==> config.mk <==
export PLATFORM = sky130hd
export DESIGN_NAME = wdt_regif
export DESIGN_NICKNAME = d
export VERILOG_FILES = /design/src/rtl/wdt_pkg.sv /design/src/rtl/wdt_kick_seq.sv /design/src/rtl/wdt_regif.sv
export SDC_FILE = /design/constraint.sdc
export NUM_CORES = 1
export LEC_CHECK = 0
export CAP_MARGIN = 20
export CORE_MARGIN = 4
export CORE_UTILIZATION = 41
export CTS_CLUSTER_DIAMETER = 200
export DETAILED_ROUTE_END_ITERATION = 8
export MAX_ROUTING_LAYER = met4
export PLACE_DENSITY = 0.76
export SETUP_SLACK_MARGIN = 0.2
export SLEW_MARGIN = 20
export SYNTH_ARGS = -nofsm -noshare
export SYNTH_HDL_FRONTEND = slang
export SYNTH_SLANG_ARGS = --single-unit
==> constraint.sdc <==
create_clock -name clk -period 1.76 [get_ports clk]
set_input_delay 0.352 -clock clk [delete_from_list [all_inputs] [get_ports clk]]
set_output_delay 0.352 -clock clk [all_outputs]
set_load 0.05 [all_outputs]
==> src/rtl/wdt_pkg.sv <==
// Shared constants and state encodings for the watchdog register interface.
package wdt_pkg;

  localparam logic [2:0] ADDR_CNT_L  = 3'd0;
  localparam logic [2:0] ADDR_CNT_H  = 3'd1;
  localparam logic [2:0] ADDR_RLD_L  = 3'd2;
  localparam logic [2:0] ADDR_RLD_H  = 3'd3;
  localparam logic [2:0] ADDR_CFG    = 3'd4;
  localparam logic [2:0] ADDR_KICK   = 3'd5;
  localparam logic [2:0] ADDR_STATUS = 3'd6;

  localparam logic [7:0] KICK_ARM  = 8'h55;
  localparam logic [7:0] KICK_FIRE = 8'hAA;

  typedef enum logic {IDLE, ACK} bus_state_t;
  typedef enum logic {K_IDLE, K_ARMED} kick_state_t;

endpackage

==> src/rtl/wdt_kick_seq.sv <==
// Two-step kick sequencer: 0x55 arms, 0xAA within KICK_TIMEOUT cycles fires.
module wdt_kick_seq
  import wdt_pkg::*;
#(
  parameter int unsigned KICK_TIMEOUT = 8
) (
  input  logic       clk,
  input  logic       reset,
  input  logic       kick_wr,
  input  logic [7:0] kick_data,
  output logic       kick_ok,
  output logic       kick_fail,
  output logic       armed
);

  kick_state_t state;
  logic [7:0]  timer;

  assign armed = (state == K_ARMED);

  always_comb begin
    kick_ok   = 1'b0;
    kick_fail = 1'b0;
    case (state)
      K_IDLE: begin
        if (kick_wr && (kick_data != KICK_ARM)) kick_fail = 1'b1;
      end
      K_ARMED: begin
        if (kick_wr) begin
          if ((kick_data == KICK_FIRE) && (timer != '0)) kick_ok = 1'b1;
          else kick_fail = 1'b1;
        end else if (timer == '0) begin
          kick_fail = 1'b1;
        end
      end
      default: ;
    endcase
  end

  // Timer counts down from arm; a kick seen while it is still non-zero is valid.
  always_ff @(posedge clk) begin
    if (reset) begin
      state <= K_IDLE;
      timer <= '0;
    end else begin
      case (state)
        K_IDLE: begin
          if (kick_wr && (kick_data == KICK_ARM)) begin
            state <= K_ARMED;
            timer <= 8'(KICK_TIMEOUT);
          end
        end
        K_ARMED: begin
          if (kick_ok || kick_fail) begin
            state <= K_IDLE;
            timer <= '0;
          end else begin
            timer <= timer - 8'd1;
          end
        end
        default: begin
          state <= K_IDLE;
          timer <= '0;
        end
      endcase
    end
  end

endmodule

==> src/rtl/wdt_regif.sv <==
// CPU register interface for the watchdog. Define WDT_LOCK_EN to enable the
// configuration lock (CFG write with bit0=1 freezes CFG/RLD/CNT writes until reset).
module wdt_regif
  import wdt_pkg::*;
#(
  parameter int unsigned KICK_TIMEOUT = 8
) (
  input  logic        clk,
  input  logic        reset,
  input  logic        sel,
  input  logic        we,
  input  logic [2:0]  addr,
  input  logic [7:0]  wdata,
  output logic [7:0]  rdata,
  output logic        ready,
  input  logic [15:0] wd_counter_out,
  input  logic [15:0] wd_reload_out,
  input  logic [7:0]  wd_config_out,
  output logic [15:0] wd_counter_in,
  output logic [15:0] wd_reload_in,
  output logic [7:0]  wd_config_in,
  output logic [1:0]  wd_counter_write,
  output logic [1:0]  wd_reload_write,
  output logic        wd_config_write
);

  bus_state_t bus_state;
  logic       done;
  logic [7:0] shadow;
  logic [7:0] snapshot;
  logic       kick_err;
  logic       lock_err;
  logic       lock;
  logic       armed;
  logic       kick_ok;
  logic       kick_fail;
  logic       accept;
  logic       wr;
  logic       rd;
  logic       blocked;
  logic [7:0] rd_val;

  // done stops a still-held sel from starting a second access after ACK.
  assign accept = (bus_state == IDLE) && sel && !done;
  assign wr     = accept && we;
  assign rd     = accept && !we;

  wdt_kick_seq #(.KICK_TIMEOUT(KICK_TIMEOUT)) u_kick (
    .clk       (clk),
    .reset     (reset),
    .kick_wr   (wr && (addr == ADDR_KICK)),
    .kick_data (wdata),
    .kick_ok   (kick_ok),
    .kick_fail (kick_fail),
    .armed     (armed)
  );

`ifdef WDT_LOCK_EN
  always_ff @(posedge clk) begin
    if (reset) lock <= 1'b0;
    else if (wr && (addr == ADDR_CFG) && wdata[0]) lock <= 1'b1;
  end
`else
  assign lock = 1'b0;
`endif

  assign blocked = lock && wr &&
                   ((addr == ADDR_CFG) || (addr == ADDR_RLD_H) ||
                    (addr == ADDR_CNT_L) || (addr == ADDR_CNT_H));

  always_comb begin
    rd_val = '0;
    case (addr)
      ADDR_CNT_L:  rd_val = wd_counter_out[7:0];
      ADDR_CNT_H:  rd_val = snapshot;
      ADDR_CFG:    rd_val = wd_config_out;
      ADDR_STATUS: rd_val = {5'b0, lock_err, kick_err, armed};
      default:     rd_val = '0;
    endcase
  end

  always_ff @(posedge clk) begin
    if (reset) begin
      bus_state        <= IDLE;
      done             <= 1'b0;
      ready            <= 1'b0;
      rdata            <= '0;
      shadow           <= '0;
      snapshot         <= '0;
      kick_err         <= 1'b0;
      lock_err         <= 1'b0;
      wd_counter_in    <= '0;
      wd_reload_in     <= '0;
      wd_config_in     <= '0;
      wd_counter_write <= '0;
      wd_reload_write  <= '0;
      wd_config_write  <= 1'b0;
    end else begin
      wd_counter_in    <= '0;
      wd_reload_in     <= '0;
      wd_config_in     <= '0;
      wd_counter_write <= '0;
      wd_reload_write  <= '0;
      wd_config_write  <= 1'b0;

      case (bus_state)
        IDLE: begin
          if (!sel) done <= 1'b0;
          if (accept) begin
            bus_state <= ACK;
            ready     <= 1'b1;
            rdata     <= we ? 8'h00 : rd_val;
          end
        end
        ACK: begin
          bus_state <= IDLE;
          ready     <= 1'b0;
          rdata     <= '0;
          done      <= sel;
        end
        default: begin
          bus_state <= IDLE;
          ready     <= 1'b0;
          rdata     <= '0;
        end
      endcase

      if (rd && (addr == ADDR_CNT_L)) snapshot <= wd_counter_out[15:8];

      if (wr && !blocked) begin
        case (addr)
          ADDR_CNT_L: begin
            wd_counter_write <= 2'b01;
            wd_counter_in    <= {8'h00, wdata};
          end
          ADDR_CNT_H: begin
            wd_counter_write <= 2'b10;
            wd_counter_in    <= {wdata, 8'h00};
          end
          ADDR_RLD_L: shadow <= wdata;
          ADDR_RLD_H: begin
            wd_reload_write <= 2'b11;
            wd_reload_in    <= {wdata, shadow};
          end
          ADDR_CFG: begin
            wd_config_write <= 1'b1;
            wd_config_in    <= wdata;
          end
          default: ;
        endcase
      end

      if (kick_ok) begin
        wd_counter_write <= 2'b11;
        wd_counter_in    <= wd_reload_out;
      end

      // Set beats clear when a timer expiry coincides with a STATUS write.
      kick_err <= kick_fail ||
                  (kick_err && !(wr && (addr == ADDR_STATUS) && wdata[1]));
      lock_err <= blocked ||
                  (lock_err && !(wr && (addr == ADDR_STATUS) && wdata[2]));
    end
  end

endmodule

==> Yosys cells after proc, flatten, opt, wreduce, memory -nomap -nowiden <==
Index checks and enable logic that the tools add are counted.
{ "classes": {"addsub": 1, "eq_ne": 12, "muxes": 32, "bitwise_logic": 5, "n_reduce_logical": 27} }
{ "op_table": {"columns": ["op", "n"], "rows": [
  ["$mux W16", 2],
  ["$mux W8", 4],
  ["$pmux W16 S2", 1],
  ["$pmux W8 S2", 2],
  ["$pmux W8 S4", 1],
  ["$logic_and A1 B1 Y1", 14],
  ["$mux W1", 13],
  ["$pmux W1 S2", 5],
  ["$eq A3 B3 Y1 const B", 3],
  ["$eq A8 B7 Y1 const B", 1],
  ["$eq A8 B8 Y1 const B", 1],
  ["$logic_not A8 Y1", 1],
  ["$ne A8 B7 Y1 const B", 1],
  ["$reduce_bool A8 Y1", 1],
  ["$sub A8 B1 Y8 const B", 1],
  ["$eq A3 B2 Y1 const B", 2],
  ["$mux W2", 3],
  ["$reduce_or A3 Y1", 2],
  ["$not A1 Y1", 5],
  ["$logic_not A1 Y1", 4],
  ["$ne A2 B2 Y1 const B", 2],
  ["$pmux W2 S2", 1],
  ["$eq A3 B1 Y1 const B", 1],
  ["$logic_not A3 Y1", 1],
  ["4 further kinds", 5]
]} }
{ "word_totals": {"regBits": 83, "inputBits": 55, "out_inout_bits": 54, "word_cells": 93} }

==> Depth between registers and ports, before layout <==
{ "logic_depth": {"word_depth": 11, "mapped_depth": 7, "depth_no_buf": 6} }

==> Modules after synthesis <==
Synthesis repeated with hierarchy kept, for this count alone.
{ "hier_totals": {"cells_unflattened": 345, "area_unflattened_um2": 3340.7} }
{ "by_module_without_submodules": {"columns": ["module", "n_inst", "cells_each", "area_each_um2"], "rows": [
  ["wdt_regif", 1, 280, 2771.4],
  ["wdt_kick_seq", 1, 65, 569.3]
]} }

==> Worst setup path after synthesis <==
OpenSTA, ideal clock, no wires.
{ "synth_path": {"kind": "register to register", "start": "reg u_kick.timer[0]", "end": "reg u_kick.timer[6]", "setup_time_ps": 74, "arrival_ps": 1840, "required_time_ps": 1686, "slack_ps": -154, "path_stages_with_launch": 7, "n_path_buf": 0, "path_cell_list": "dfxtp_1 > inv_1 > ha_1 > or3b_1 > or3_1 > or4b_1 > a31oi_1"} }
{ "synth_via": {"elab_chain_cells": 8} }
{ "synth_rtl": {"columns": ["element", "line_no", "rtl"], "rows": [
  ["start: declaration", "wdt_kick_seq.sv:17", "logic [7:0] timer;"],
  ["start signal: assignment", "wdt_kick_seq.sv:50", "timer <= 8'(KICK_TIMEOUT);"],
  ["start signal: assignment", "wdt_kick_seq.sv:58", "timer <= timer - 8'd1;"],
  ["$reduce_bool A8 Y1", "wdt_kick_seq.sv:30", "if ((kick_data == KICK_FIRE) && (timer != '0)) kick_ok = 1'b1;"],
  ["$logic_and A1 B1 Y1", "wdt_kick_seq.sv:30", null],
  ["$mux W1", "wdt_kick_seq.sv:30", null],
  ["$mux W1", "wdt_kick_seq.sv:29", "if (kick_wr) begin"],
  ["$pmux W1 S2 or $mux W1 (tied branches)", "wdt_kick_seq.sv:24", "case (state)"],
  ["$logic_or A1 B1 Y1", "wdt_kick_seq.sv:54", "if (kick_ok || kick_fail) begin"],
  ["$mux W8 *", "wdt_kick_seq.sv:54", null],
  ["$pmux W8 S2 *", "wdt_kick_seq.sv:46", "case (state)"]
]} }
Mark *: on every way between the ends. The rest lies on a longest branch, timed or not.
A chain may end at the register's enable or synchronous reset.

==> Final worst setup path <==
Same ends and word-level chain as after synthesis.

==> results.md <==
* start-to-end type of the worst setup path: register to register
* antenna violations before repair: 0
* number of remaining DRC errors: 0
* total power: 3.60 mW
* Critical Path Start: u_kick.timer[0]
* clock tree from TritonCTS: done
* deepest level of the CTS H-tree: 3
* cell chain of the critical path: inv_4 -> ha_4 -> or3b_4 -> or3_4 -> or4b_4 -> a31oi_1
* routed wire length: 9410 um
* transition time at the pin with the least slew margin: 658 ps
* Peak VDD IR: 0.000362 V
* detailed-route wire length on metal 1: 3860 um
* Detailed Place HPWL: 6550 um
* core area: 0.00737 sq mm
* net count of the finished layout: 533
* vias in the first global route: 2899
* Static Leakage: 2.32 nW
* Post-Syn Instances: 304
* area enclosed by the die boundary: 0.00918 sq mm
* total global routing track utilization: 20.5%
* max incr delay on CP: 490 ps
* library cell occupying the most area in the post-synthesis netlist: sky130_fd_sc_hd__dfxtp_1
* GPL Wtd Cong: 0.802
* Slowest-stage cell, CP: sky130_fd_sc_hd__or4b_4
* Detailed Routing Iterations Pass 1: 4
* clock tree sinks: 82
* Routed met3 length: 783 um
* power density over cell area: 689 mW/mm^2
* number of CTS-inserted buffers: 9
* number of distinct standard cells referenced by the synthesized netlist: 47
* synthesis-to-layout area growth: 65.1%
* overall die width: 95.8 um
* crit path max fanout: 3
* headroom to the max-slew limit: 55.9%
* number of setup violations in the final report: 27
* via density per instance: 5.09
* first-pass GRT wire length: 13900 um
* crit start category: register
* proportion of layout cells with a drive suffix above 1: 39.3%
* Fin Clk Skew: 9.40 ps
* number of ports placed on the die boundary: 109
* asr flop ratio synth: 0%
* Achievable Freq: 495 MHz
* initial standard-cell utilization of the core: 42.9%
* flops & latches, synth: 82
* post-synthesis instance area: 0.00316 sq mm
* Most used DFF post-synth: sky130_fd_sc_hd__dfxtp_1
* Largest delay share family, worst path: simple AND/OR/NAND/NOR gates
* average wire per cell in the routed design: 16.2 um
* number of port buffers: 108
* Synthesis Warnings: 0
* clock insertion delay at the later pin of the skew report: 360 ps
* worst-case clock buffer depth: 2
* initial drt markers: 164
* sum of negative setup slack: -3510 ps
* top cell type's share of synthesized area: 51.9%
* PnR worst setup slack: -261 ps
* uppermost metal layer occupied by signal nets: met4
* number of maximum-capacitance violations: 0
* standard-cell row count: 31
* clock root buffer master: sky130_fd_sc_hd__clkbuf_8
* Final Max Tran Viols: 0
* reg-to-reg slack, setup: -260 ps
* net count after synthesis: 361
* Worst EP required: 2040 ps
* largest net degree at the start of global routing: 39
* sum of buffers and inverters on the critical path: 1
* routed wl met2: 4620 um
* number of nets still failing antenna checks after routing: 0
* part of the Yosys area used for sequential elements: 51.9%
* Fillers: 536
* chip height: 95.8 um
* total congestion overflow after global routing: 0
* Diodes inserted: 0
* data arrival time of the worst path: 2300 ps
* Post-synth EDFFs: 0
* failing checks: setup timing
* start of the worst register-to-register path: u_kick.timer[0]
* average size of a mapped cell: 10.4 sq um
* clock-pin transition on the worst setup and hold timing paths: 90 ps
* via count: 2950
* clock period minus worst slack: 2020 ps
* unrepaired setup endpoints after global routing: yes
* post-route fraction of the period consumed by the critical path: 115%
* top cells by area, synth: sky130_fd_sc_hd__dfxtp_1 (52%), sky130_fd_sc_hd__mux2i_1 (8.6%), sky130_fd_sc_hd__and2_1 (4.8%)
* crit end category: register
* Min-Delay Path Class: register to register
* post-layout instance count excluding filler cells: 580
* Hold Vio Cnt, Final: 0
* startpoint of the tightest hold check path: shadow[7]
* status: finished, violations left
* Inst Count DP: 547
* footprint of the multi-input gates: 0.00166 sq mm
* Sequential Area: 0.00165 sq mm
[metal layers]
layer / vias to the layer above / GRT usage (%)
met5: - / -
met4: 0 / 8.18
met3: 13 / 5.39
met2: 116 / 34.7
met1: 1364 / 23.1
li1: 1457 / -
[power by group]
part           switching [mW]  leakage (nW)  internal [mW]  total [mW]
Sequential            0.00939         0.663           1.87        1.88
Combinational           0.181          1.56          0.213       0.394
Clock                   0.769        0.0942          0.555        1.32
[layout make-up]
class / instances / share of cell area [%]
multi-input cells: 201 / 31.8
well taps: 99 / 2.37
inverters: 4 / 0.336
repair buffers: 178 / 30.1
clock inverters: 7 / 1.41
flip-flops and latches: 82 / 31.6
clock buffers: 9 / 2.37
[final timing paths]
kind / to / cells after the start
setup / recovery: u_kick.timer[6] / 6
hold / removal: wd_reload_in[7] / 1
setup reg to reg: u_kick.timer[6] / 6
hold reg to reg: wd_reload_in[7] / 1
[synthesized netlist by cell type, types with 3 or more instances]
| master | number |
|---|---|
| sky130_fd_sc_hd__dfxtp_1 | 82 |
| sky130_fd_sc_hd__nor2_1 | 33 |
| sky130_fd_sc_hd__mux2i_1 | 27 |
| sky130_fd_sc_hd__and2_1 | 24 |
| sky130_fd_sc_hd__nand2_1 | 12 |
| sky130_fd_sc_hd__a22o_1 | 8 |
| sky130_fd_sc_hd__a22oi_1 | 8 |
| sky130_fd_sc_hd__clkbuf_1 | 8 |
| sky130_fd_sc_hd__o221a_2 | 8 |
| sky130_fd_sc_hd__a31oi_1 | 7 |
| sky130_fd_sc_hd__nand3_1 | 6 |
| sky130_fd_sc_hd__nor3_1 | 5 |
| sky130_fd_sc_hd__o2bb2ai_1 | 5 |
| sky130_fd_sc_hd__buf_2 | 4 |
| sky130_fd_sc_hd__inv_1 | 4 |
| sky130_fd_sc_hd__nand2b_1 | 4 |
| sky130_fd_sc_hd__nand4_1 | 4 |
| sky130_fd_sc_hd__nor4bb_1 | 4 |
| sky130_fd_sc_hd__or3_1 | 4 |
| sky130_fd_sc_hd__a21oi_1 | 3 |
| sky130_fd_sc_hd__buf_4 | 3 |
| sky130_fd_sc_hd__o22ai_1 | 3 |
| sky130_fd_sc_hd__or2_2 | 3 |
[per-stage QoR]
step	util, %	setup WS [ps]	hold WS [ps]	area [sq um]
floorplan	-	-126	430	3220
global placement	62.6	-564	435	4620
CTS	68.7	-170	468	5060
finish	70.8	-261	462	5220
global route	70.8	-292	496	5220
detailed placement	62.6	-620	440	4620
[registers in the layout (all words and copies together) (netlist names), 2 cells and up]
name / flops
wd_reload_in: 16
u_kick.timer: 8
wd_config_in: 8
shadow: 8
snapshot: 8
rdata: 8
wd_counter_write: 2
wd_counter_in: 16
[cells by family (layout without fill, tap and decap cells)]
family	after synthesis	in the layout	share of synthesized area, %
DFF	82	82	51.9
AOI/OAI and AO/OA	52	52	13.3
muxes	27	27	8.55
adders and majority gates	2	2	0.792
buffers and inverters	21	198	3.01
and+or+nand+nor	120	120	22.4
[what timing repair did]
action / 4_1_cts / 5_1_grt
buffers inserted: 8 / 6
hold buffers: 0 / 0
cloned: 3 / 0
setup endpoints to repair: 54 / 51
resized for setup: 34 / 25
pin swaps: 9 / 10
hold endpoints to repair: 0 / 0
[placed cells by master (no fill, tap or decap), types with 3 or more instances in the layout]
master / instances
sky130_fd_sc_hd__inv_8: 3
sky130_fd_sc_hd__nand3_2: 4
sky130_fd_sc_hd__o22ai_1: 3
sky130_fd_sc_hd__mux2i_1: 27
sky130_fd_sc_hd__buf_6: 10
sky130_fd_sc_hd__nand4_1: 4
sky130_fd_sc_hd__nor3_1: 5
sky130_fd_sc_hd__buf_12: 3
sky130_fd_sc_hd__nor4bb_4: 3
sky130_fd_sc_hd__nand2_1: 10
sky130_fd_sc_hd__a22o_1: 8
sky130_fd_sc_hd__o2bb2ai_1: 5
sky130_fd_sc_hd__or2_2: 3
sky130_fd_sc_hd__dfxtp_2: 4
sky130_fd_sc_hd__dfxtp_1: 78
sky130_fd_sc_hd__clkdlybuf4s50_1: 44
sky130_fd_sc_hd__dlygate4sd2_1: 9
sky130_fd_sc_hd__a22oi_1: 8
sky130_fd_sc_hd__a31oi_1: 7
sky130_fd_sc_hd__o221a_4: 8
sky130_fd_sc_hd__buf_4: 109
sky130_fd_sc_hd__clkbuf_8: 9
sky130_fd_sc_hd__nor2_1: 31
sky130_fd_sc_hd__and2_1: 23
Power figures use the tool's default switching activity.
